[src/rtl/mult_pkg.sv]
// Shared constants and types for the multiplier result stage.
package mult_pkg;

  localparam int DEF_PROD_W = 32;
  localparam int DEF_OUT_W  = 16;

  localparam logic [1:0] MODE_LOW  = 2'b00;
  localparam logic [1:0] MODE_HIGH = 2'b01;
  localparam logic [1:0] MODE_SAT  = 2'b10;
  localparam logic [1:0] MODE_FULL = 2'b11;

  // 16-bit saturation limits, sign-extended by the formatter.
  localparam logic [15:0] SAT_MAX = 16'h7FFF;
  localparam logic [15:0] SAT_MIN = 16'h8000;

  // Buffer occupancy, encoded as the entry count.
  typedef enum logic [1:0] {
    CNT_EMPTY = 2'd0,
    CNT_ONE   = 2'd1,
    CNT_FULL  = 2'd2
  } occ_e;

endpackage

[src/rtl/result_formatter.sv]
// Combinational formatter: turns a signed product into the stored result
// and its flags according to the transaction mode.
module result_formatter
  import mult_pkg::*;
#(
  parameter int PROD_W = DEF_PROD_W,
  parameter int OUT_W  = DEF_OUT_W
) (
  input  logic [PROD_W-1:0] in_prod,
  input  logic [1:0]        in_mode,
  output logic [PROD_W-1:0] result,
  output logic              zero,
  output logic              neg,
  output logic              ovf
);

  logic              fits_s;
  logic [PROD_W-1:0] low_ext_s;
  logic [PROD_W-1:0] high_ext_s;

  // The product fits the narrow datapath when its upper bits are pure sign copies.
  always_comb begin
    fits_s     = (&in_prod[PROD_W-1:OUT_W-1]) | ~(|in_prod[PROD_W-1:OUT_W-1]);
    low_ext_s  = {{(PROD_W-OUT_W){in_prod[OUT_W-1]}}, in_prod[OUT_W-1:0]};
    high_ext_s = {{(PROD_W-OUT_W){in_prod[PROD_W-1]}}, in_prod[PROD_W-1:PROD_W-OUT_W]};
  end

  // Mode select plus flags; flags describe the formatted result, not the raw product.
  always_comb begin
    result = {PROD_W{1'b0}};
    ovf    = 1'b0;
    case (in_mode)
      MODE_LOW: begin
        result = low_ext_s;
        ovf    = ~fits_s;
      end
      MODE_HIGH: begin
        result = high_ext_s;
        ovf    = 1'b0;
      end
      MODE_SAT: begin
        if (fits_s) begin
          result = low_ext_s;
          ovf    = 1'b0;
        end else if (in_prod[PROD_W-1]) begin
          result = {{(PROD_W-OUT_W){SAT_MIN[OUT_W-1]}}, SAT_MIN};
          ovf    = 1'b1;
        end else begin
          result = {{(PROD_W-OUT_W){SAT_MAX[OUT_W-1]}}, SAT_MAX};
          ovf    = 1'b1;
        end
      end
      MODE_FULL: begin
        result = in_prod;
        ovf    = 1'b0;
      end
      default: begin
        result = in_prod;
        ovf    = 1'b0;
      end
    endcase
    zero = (result == {PROD_W{1'b0}});
    neg  = result[PROD_W-1];
  end

endmodule

[src/rtl/mult_result_stage.sv]
// Multiplier result stage: formats each accepted product and buffers it in a
// 2-entry FIFO so writeback back-pressure never reaches the producer combinationally.
module mult_result_stage
  import mult_pkg::*;
#(
  parameter int PROD_W = DEF_PROD_W,
  parameter int OUT_W  = DEF_OUT_W,
  parameter int DEPTH  = 2
) (
  input  logic              clk,
  input  logic              rst_n,
  input  logic              in_valid,
  output logic              in_ready,
  input  logic [PROD_W-1:0] in_prod,
  input  logic [1:0]        in_mode,
  output logic              out_valid,
  input  logic              out_ready,
  output logic [PROD_W-1:0] out_result,
  output logic              out_zero,
  output logic              out_neg,
  output logic              out_ovf
);

  occ_e              count_r;
  occ_e              count_nxt_s;
  logic              in_ready_r;
  logic              out_valid_r;
  logic              wr_ptr_r;
  logic              rd_ptr_r;
  logic              push_s;
  logic              pop_s;

  logic [PROD_W-1:0] fmt_result_s;
  logic              fmt_zero_s;
  logic              fmt_neg_s;
  logic              fmt_ovf_s;

  logic [PROD_W-1:0] mem_result_r [DEPTH];
  logic              mem_zero_r   [DEPTH];
  logic              mem_neg_r    [DEPTH];
  logic              mem_ovf_r    [DEPTH];

  result_formatter #(
    .PROD_W (PROD_W),
    .OUT_W  (OUT_W)
  ) u_fmt (
    .in_prod (in_prod),
    .in_mode (in_mode),
    .result  (fmt_result_s),
    .zero    (fmt_zero_s),
    .neg     (fmt_neg_s),
    .ovf     (fmt_ovf_s)
  );

  // Handshake qualifiers use only registered ready/valid.
  always_comb begin
    push_s = in_valid & in_ready_r;
    pop_s  = out_valid_r & out_ready;
  end

  // Occupancy next state; a simultaneous push and pop in ONE stays in ONE.
  always_comb begin
    count_nxt_s = count_r;
    case (count_r)
      CNT_EMPTY: begin
        if (push_s) count_nxt_s = CNT_ONE;
        else        count_nxt_s = CNT_EMPTY;
      end
      CNT_ONE: begin
        if (push_s && !pop_s)      count_nxt_s = CNT_FULL;
        else if (pop_s && !push_s) count_nxt_s = CNT_EMPTY;
        else                       count_nxt_s = CNT_ONE;
      end
      CNT_FULL: begin
        if (pop_s) count_nxt_s = CNT_ONE;
        else       count_nxt_s = CNT_FULL;
      end
      default: count_nxt_s = CNT_EMPTY;
    endcase
  end

  // Count, pointers and the registered valid/ready decoded from the next count.
  always_ff @(posedge clk or negedge rst_n) begin
    if (!rst_n) begin
      count_r     <= CNT_EMPTY;
      out_valid_r <= 1'b0;
      in_ready_r  <= 1'b1;
      wr_ptr_r    <= 1'b0;
      rd_ptr_r    <= 1'b0;
    end else begin
      count_r     <= count_nxt_s;
      out_valid_r <= (count_nxt_s != CNT_EMPTY);
      in_ready_r  <= (count_nxt_s != CNT_FULL);
      if (push_s) wr_ptr_r <= ~wr_ptr_r;
      if (pop_s)  rd_ptr_r <= ~rd_ptr_r;
    end
  end

  // Entry storage; written only on an accepted push so idle inputs never land.
  always_ff @(posedge clk or negedge rst_n) begin
    if (!rst_n) begin
      for (int i = 0; i < DEPTH; i++) begin
        mem_result_r[i] <= {PROD_W{1'b0}};
        mem_zero_r[i]   <= 1'b0;
        mem_neg_r[i]    <= 1'b0;
        mem_ovf_r[i]    <= 1'b0;
      end
    end else if (push_s) begin
      mem_result_r[wr_ptr_r] <= fmt_result_s;
      mem_zero_r[wr_ptr_r]   <= fmt_zero_s;
      mem_neg_r[wr_ptr_r]    <= fmt_neg_s;
      mem_ovf_r[wr_ptr_r]    <= fmt_ovf_s;
    end
  end

  assign in_ready   = in_ready_r;
  assign out_valid  = out_valid_r;
  assign out_result = mem_result_r[rd_ptr_r];
  assign out_zero   = mem_zero_r[rd_ptr_r];
  assign out_neg    = mem_neg_r[rd_ptr_r];
  assign out_ovf    = mem_ovf_r[rd_ptr_r];

endmodule

[config.mk]
export PLATFORM = sky130hd
export DESIGN_NAME = mult_result_stage
export DESIGN_NICKNAME = d
export VERILOG_FILES = /design/src/rtl/mult_pkg.sv /design/src/rtl/result_formatter.sv /design/src/rtl/mult_result_stage.sv
export SDC_FILE = /design/constraint.sdc
export NUM_CORES = 1
export LEC_CHECK = 0
export ABC_AREA = 1
export CORE_MARGIN = 1.5
export CORE_UTILIZATION = 30
export CTS_BUF_LIST = sky130_fd_sc_hd__clkbuf_8
export CTS_CLUSTER_DIAMETER = 80
export DETAILED_ROUTE_END_ITERATION = 16
export SLEW_MARGIN = 20
export SYNTH_ARGS = -nofsm -noshare
export SYNTH_HDL_FRONTEND = slang
export SYNTH_SLANG_ARGS = --single-unit
[constraint.sdc]
create_clock -name clk -period 1.5 [get_ports clk]
set_input_delay 0.15 -clock clk [delete_from_list [all_inputs] [get_ports clk]]
set_output_delay 0.15 -clock clk [all_outputs]
set_load 0.01 [all_outputs]
* Word-level counts from Yosys, hierarchy flattened *
Index checks and enable logic that the tools add are counted.

storage, ports and cells
  register bits = 76
  input bits = 38
  logic and storage cells = 73

cells by class
  magnitude comparators = 3
  equality and inequality tests = 6
  muxes and demuxes = 30
  bitwise gates (word level) = 9
  reduce and logical (&&, ||, !) cells = 12

operator list
  cell                  number
  $mux W32              6
  $pmux W32 S4          1
  $bwmux W64            1
  $demux W32 S1         1
  $logic_not A32 Y1     1
  $reduce_and A17 Y1    1
  $reduce_or A17 Y1     1
  $mux W1               13
  $bwmux W2             3
  $eq A2 B2 Y1 const B  3
  $pmux W2 S3           1
  $eq A2 B1 Y1 const B  2
  $ge A2 B2 Y1 const B  2
  $logic_not A2 Y1      2
  $mux W2               2
  $not A1 Y1            4
  $not A1 Y2            2
  $logic_and A1 B1 Y1   3
  $pmux W1 S3           1
  $and A1 B1 Y1         2
  $logic_not A1 Y1      2
  $lt A2 B1 Y1 const B  1
  $ne A2 B2 Y1 const B  1
  $reduce_bool A2 Y1    1
  3 further kinds       3

* Depth between registers and ports, before layout *
  word-level depth = 7
  depth in mapped cells = 17
  gate-level depth less buffers = 16

* Cells and area by module *
From an unflattened synthesis, not the netlist that was laid out.

second synthesis, totals
  cell total of the unflattened synthesis = 648
  area total of the unflattened synthesis = 4466.8 um2

by module, submodules not included
  module             times used  cells each  area each (um2)  seq. area each (um2)
  mult_result_stage  1           398         3345.7           1903.1
  result_formatter   1           250         1121.1           0.0

* Worst setup path before layout *
OpenSTA, ideal clock, no wires.

  kind = register to register
  from = register in_ready_r, in the netlist in_ready
  to = register mem_result_r[46] (netlist bit)
  setup time = 0.136 ns
  arrival = 1.465 ns
  path slack = -0.100 ns
  stages on the path, launching flop included = 7
  path buffers = 1
  period minus slack after synthesis = 1.600 ns
  path through = dfstp_2 > nand2_1 > nor2_1 > inv_1 > clkbuf_1 > nand2_1 > o21ai_0

between the ends
  longest elaborated chain between the ends = 1

RTL lines
  item                             RTL line                  text
  from (decl)                      mult_result_stage.sv:26   logic in_ready_r;
  from (signal assigned)           mult_result_stage.sv:93   in_ready_r <= (count_nxt_s != CNT_FULL);
  $and A1 B1 Y1                    mult_result_stage.sv:57   push_s = in_valid & in_ready_r;
  to (signal, indexed assignment)  mult_result_stage.sv:103  mem_result_r[i] <= {PROD_W{1'b0}};
  to (signal, indexed assignment)  mult_result_stage.sv:109  mem_result_r[wr_ptr_r] <= fmt_result_s;
  to (decl)                        mult_result_stage.sv:38   logic [PROD_W-1:0] mem_result_r [DEPTH];

No other way between the ends.
A chain may end at the register's enable or synchronous reset.

* Worst setup path in the final report *
  from = register rd_ptr_r
  to = output out_result[11]

between the ends
  longest elaborated chain between the ends = 4

RTL lines
  item                                          RTL line                  text
  from (decl)                                   mult_result_stage.sv:29   logic rd_ptr_r;
  from (signal assigned)                        mult_result_stage.sv:95   if (pop_s) rd_ptr_r <= ~rd_ptr_r;
  $not A1 Y2 (implied by the code)              mult_result_stage.sv:118  assign out_result = mem_result_r[rd_ptr_r];
  $mux W32 (implied by the code) (3 in series)  mult_result_stage.sv:118
  to (decl)                                     mult_result_stage.sv:18   output logic [PROD_W-1:0] out_result,

No other way between the ends. The select of a mux whose other input is x is not followed.

==> summary.txt <==
status -> finished with violations
failing checks -> setup timing
placer congestion estimate -> 0.852
CTS tree -> done
CP cell instances -> buf_12, buf_12, buf_12, nand2_2, nand2_2, buf_6
WL/cell -> 15.0 um
Synth area leader -> dfrtp_1
drt initial violations -> 269
slew margin rel. -> 69.6%
worst-margin pin slew -> 0.456 ns
Final #Nets -> 810
largest net degree at the start of global routing -> 36
level count of the clock H-tree -> 3
initial core utilization -> 31.0%
Vias -> 4589
Final Hold Fails -> 0
number of cell rows -> 42
Clock Latency Late Sink -> 0.35 ns
synthesized instance count -> 604
post-place instance area -> 0.00577 mm2
Yosys reg bits -> 74
Critical-path top delay cell -> dfrtp_2
synth unique cells -> 26
clock buffer depth -> 2
Leak -> 3.39 nW
Layout area overhead -> 62.3%
Core Region -> 0.0134 mm2
first-pass GRT wire length -> 23000 um
chip height -> 121 um
n_diodes -> 0
Pre-Repair DR Iteration Count -> 5
Buf/Inv on CP -> 4
clk_skew -> 0.00773 ns
ANT nets after route -> 0
maxcap violations -> 0
drt via density -> 4.82
synth top area cells -> dfrtp_1 44%, nand2_1 25%, o21ai_0 8.2%
Worst-path clk slew -> 0.08 ns
CP startpoint kind -> flop
Max Clk Rate -> 613 MHz
syn_area_per_cell -> 6.88 um2
RSZ-0062 raised after global routing -> true
Root Buffer -> clkbuf_8
kind of critical path -> flop to output port
synthesized area -> 0.00416 mm2
Max Slew Vio Count -> 0
synthesized net count -> 643
design area -> 0.00675 mm2
Final Power -> 11.7 mW
post-DP HPWL -> 9370 um
cts bufs inserted -> 9
PwrDens -> 1740 mW/mm2
# fillers -> 1303
total track usage -> 20.0%
Worst Hold Class -> primary input to asynchronous set/reset pin
Period minus WS final -> 1.63 ns
Finished Layout Cells -> 952
yosys warns -> 0
total gr overflow -> 0
Crit path arrival time -> 1.48 ns
most frequent cells in the layout -> 225 x nand2_1, 86 x buf_4, 72 x dfrtp_1, 47 x inv_1, 46 x nand2_2
most common cell after layout, fill and taps aside -> nand2_1
Max VDD drop -> 0.000719 V
I/O Buffers -> 74
most used cell, CP -> buf_12
CP max FO -> 8
worst setup margin -> -0.130 ns
io pins -> 75
register area share after synthesis -> 44.6%
clk sinks -> 74
placed cells -> 916
DRC -> 0
initial antenna violation count -> 0
crit end category -> output port
die area -> 0.0146 mm2
layout cells sized above 1 -> 37.8%
Final setup viols -> 28
drt total wl -> 14300 um
Die X -> 121 um
vias in the first global route -> 4526
Largest stage delay, worst path -> 0.44 ns
top cell type's share of synthesized area -> 43.9%
fin crit share -> 109%
Top delay family on crit path -> buffers and inverters
post-layout util -> 50.3%
WP data required -> 1.35 ns
-- cells by family (layout without fill, tap and decap cells) --
family	Yosys count	after routing	share of synthesized area, %
xor gates and xnor gates	1	1	0.211
AOI/OAI and AO/OA	85	85	11.6
DFF	74	74	44.6
adders and majority gates	1	1	0.301
buffers and inverters	83	254	8.16
and+or+nand+nor	360	361	35.1
-- power by group --
part / internal, mW / total, mW / switching [mW]
logic: 3.16 / 6.50 / 3.34
clock network: 1.02 / 1.77 / 0.749
registers: 2.89 / 3.44 / 0.549
total: 7.07 / 11.7 / 4.64
-- cell usage after synthesis, drive strengths merged --
cell,count
dfstp,1
o21ai,68
xor2,1
dfrtp,73
o31ai,2
clkbuf,24
nor3,3
nor4,4
clkinv,1
ha,1
nand3,35
or2,1
a221oi,14
buf,8
a31oi,1
nand4,7
nand2,284
nor2,26
inv,50
-- path summary, 6_finish.rpt --
kind | slack [ns] | endpoint | cells past startpoint | startpoint
max | -0.13 | out_result[11] | 6 | rd_ptr_r
min | 0.28 | mem_result_r[50] | 2 | rst_n
max reg2reg | 0.06 | mem_result_r[48] | 6 | in_ready
min reg2reg | 0.49 | mem_result_r[23] | 2 | mem_result_r[23]
max in group asynchronous | 0.57 | in_ready | 3 | rst_n
min in group clk | 0.33 | mem_result_r[28] | 6 | in_prod[28]
-- metrics by stage --
step           setup slack, ns  hold WS [ns]  TNS (ns)
2_1_floorplan          0.00389        -0.146         0
3_3_place_gp            -0.728         0.119    -24.35
3_5_place_dp            -0.784         0.122    -26.50
4_1_cts                 -0.123         0.283     -3.32
5_1_grt                 -0.170         0.298     -3.97
6_report                -0.130         0.281     -2.45
-- repair_timing --
action,in CTS,in global routing
endpoints found under the hold margin,12,0
endpoints found under the setup margin,70,82
gates cloned,5,1
hold buffers,1,0
gates resized for setup,295,129
pin swaps,38,40
setup buffers,8,5
-- state kept, by name, indices dropped and copies added, names as in the netlist --
name	count
count_r	2
in_ready	1
mem_ovf_r	2
mem_result_r	64
mem_zero_r	2
out_valid	1
rd_ptr_r	1
wr_ptr_r	1
-- final cells by class --
class                   instances  area [um2]  area share [%]
multi-input cells             448        2470            36.6
clock buffers                  11         151            2.24
inverters                      51         199            2.95
flip-flops and latches         74        1850            27.5
clock inverters                 5        77.6            1.15
repair buffers                187        1780            26.3
well taps                     176         220            3.26
-- routing by layer --
metal  vias to the layer above  part of all wire [%]  track usage, %
li1                       2272                     -               -
met1                      2190                    46            26.9
met2                       106                    48            32.5
met3                        21                   3.6            2.78
met4                         0                   2.0            7.87
met5                         -                     0               0
Note: power is estimated with default switching activity, not from simulation.
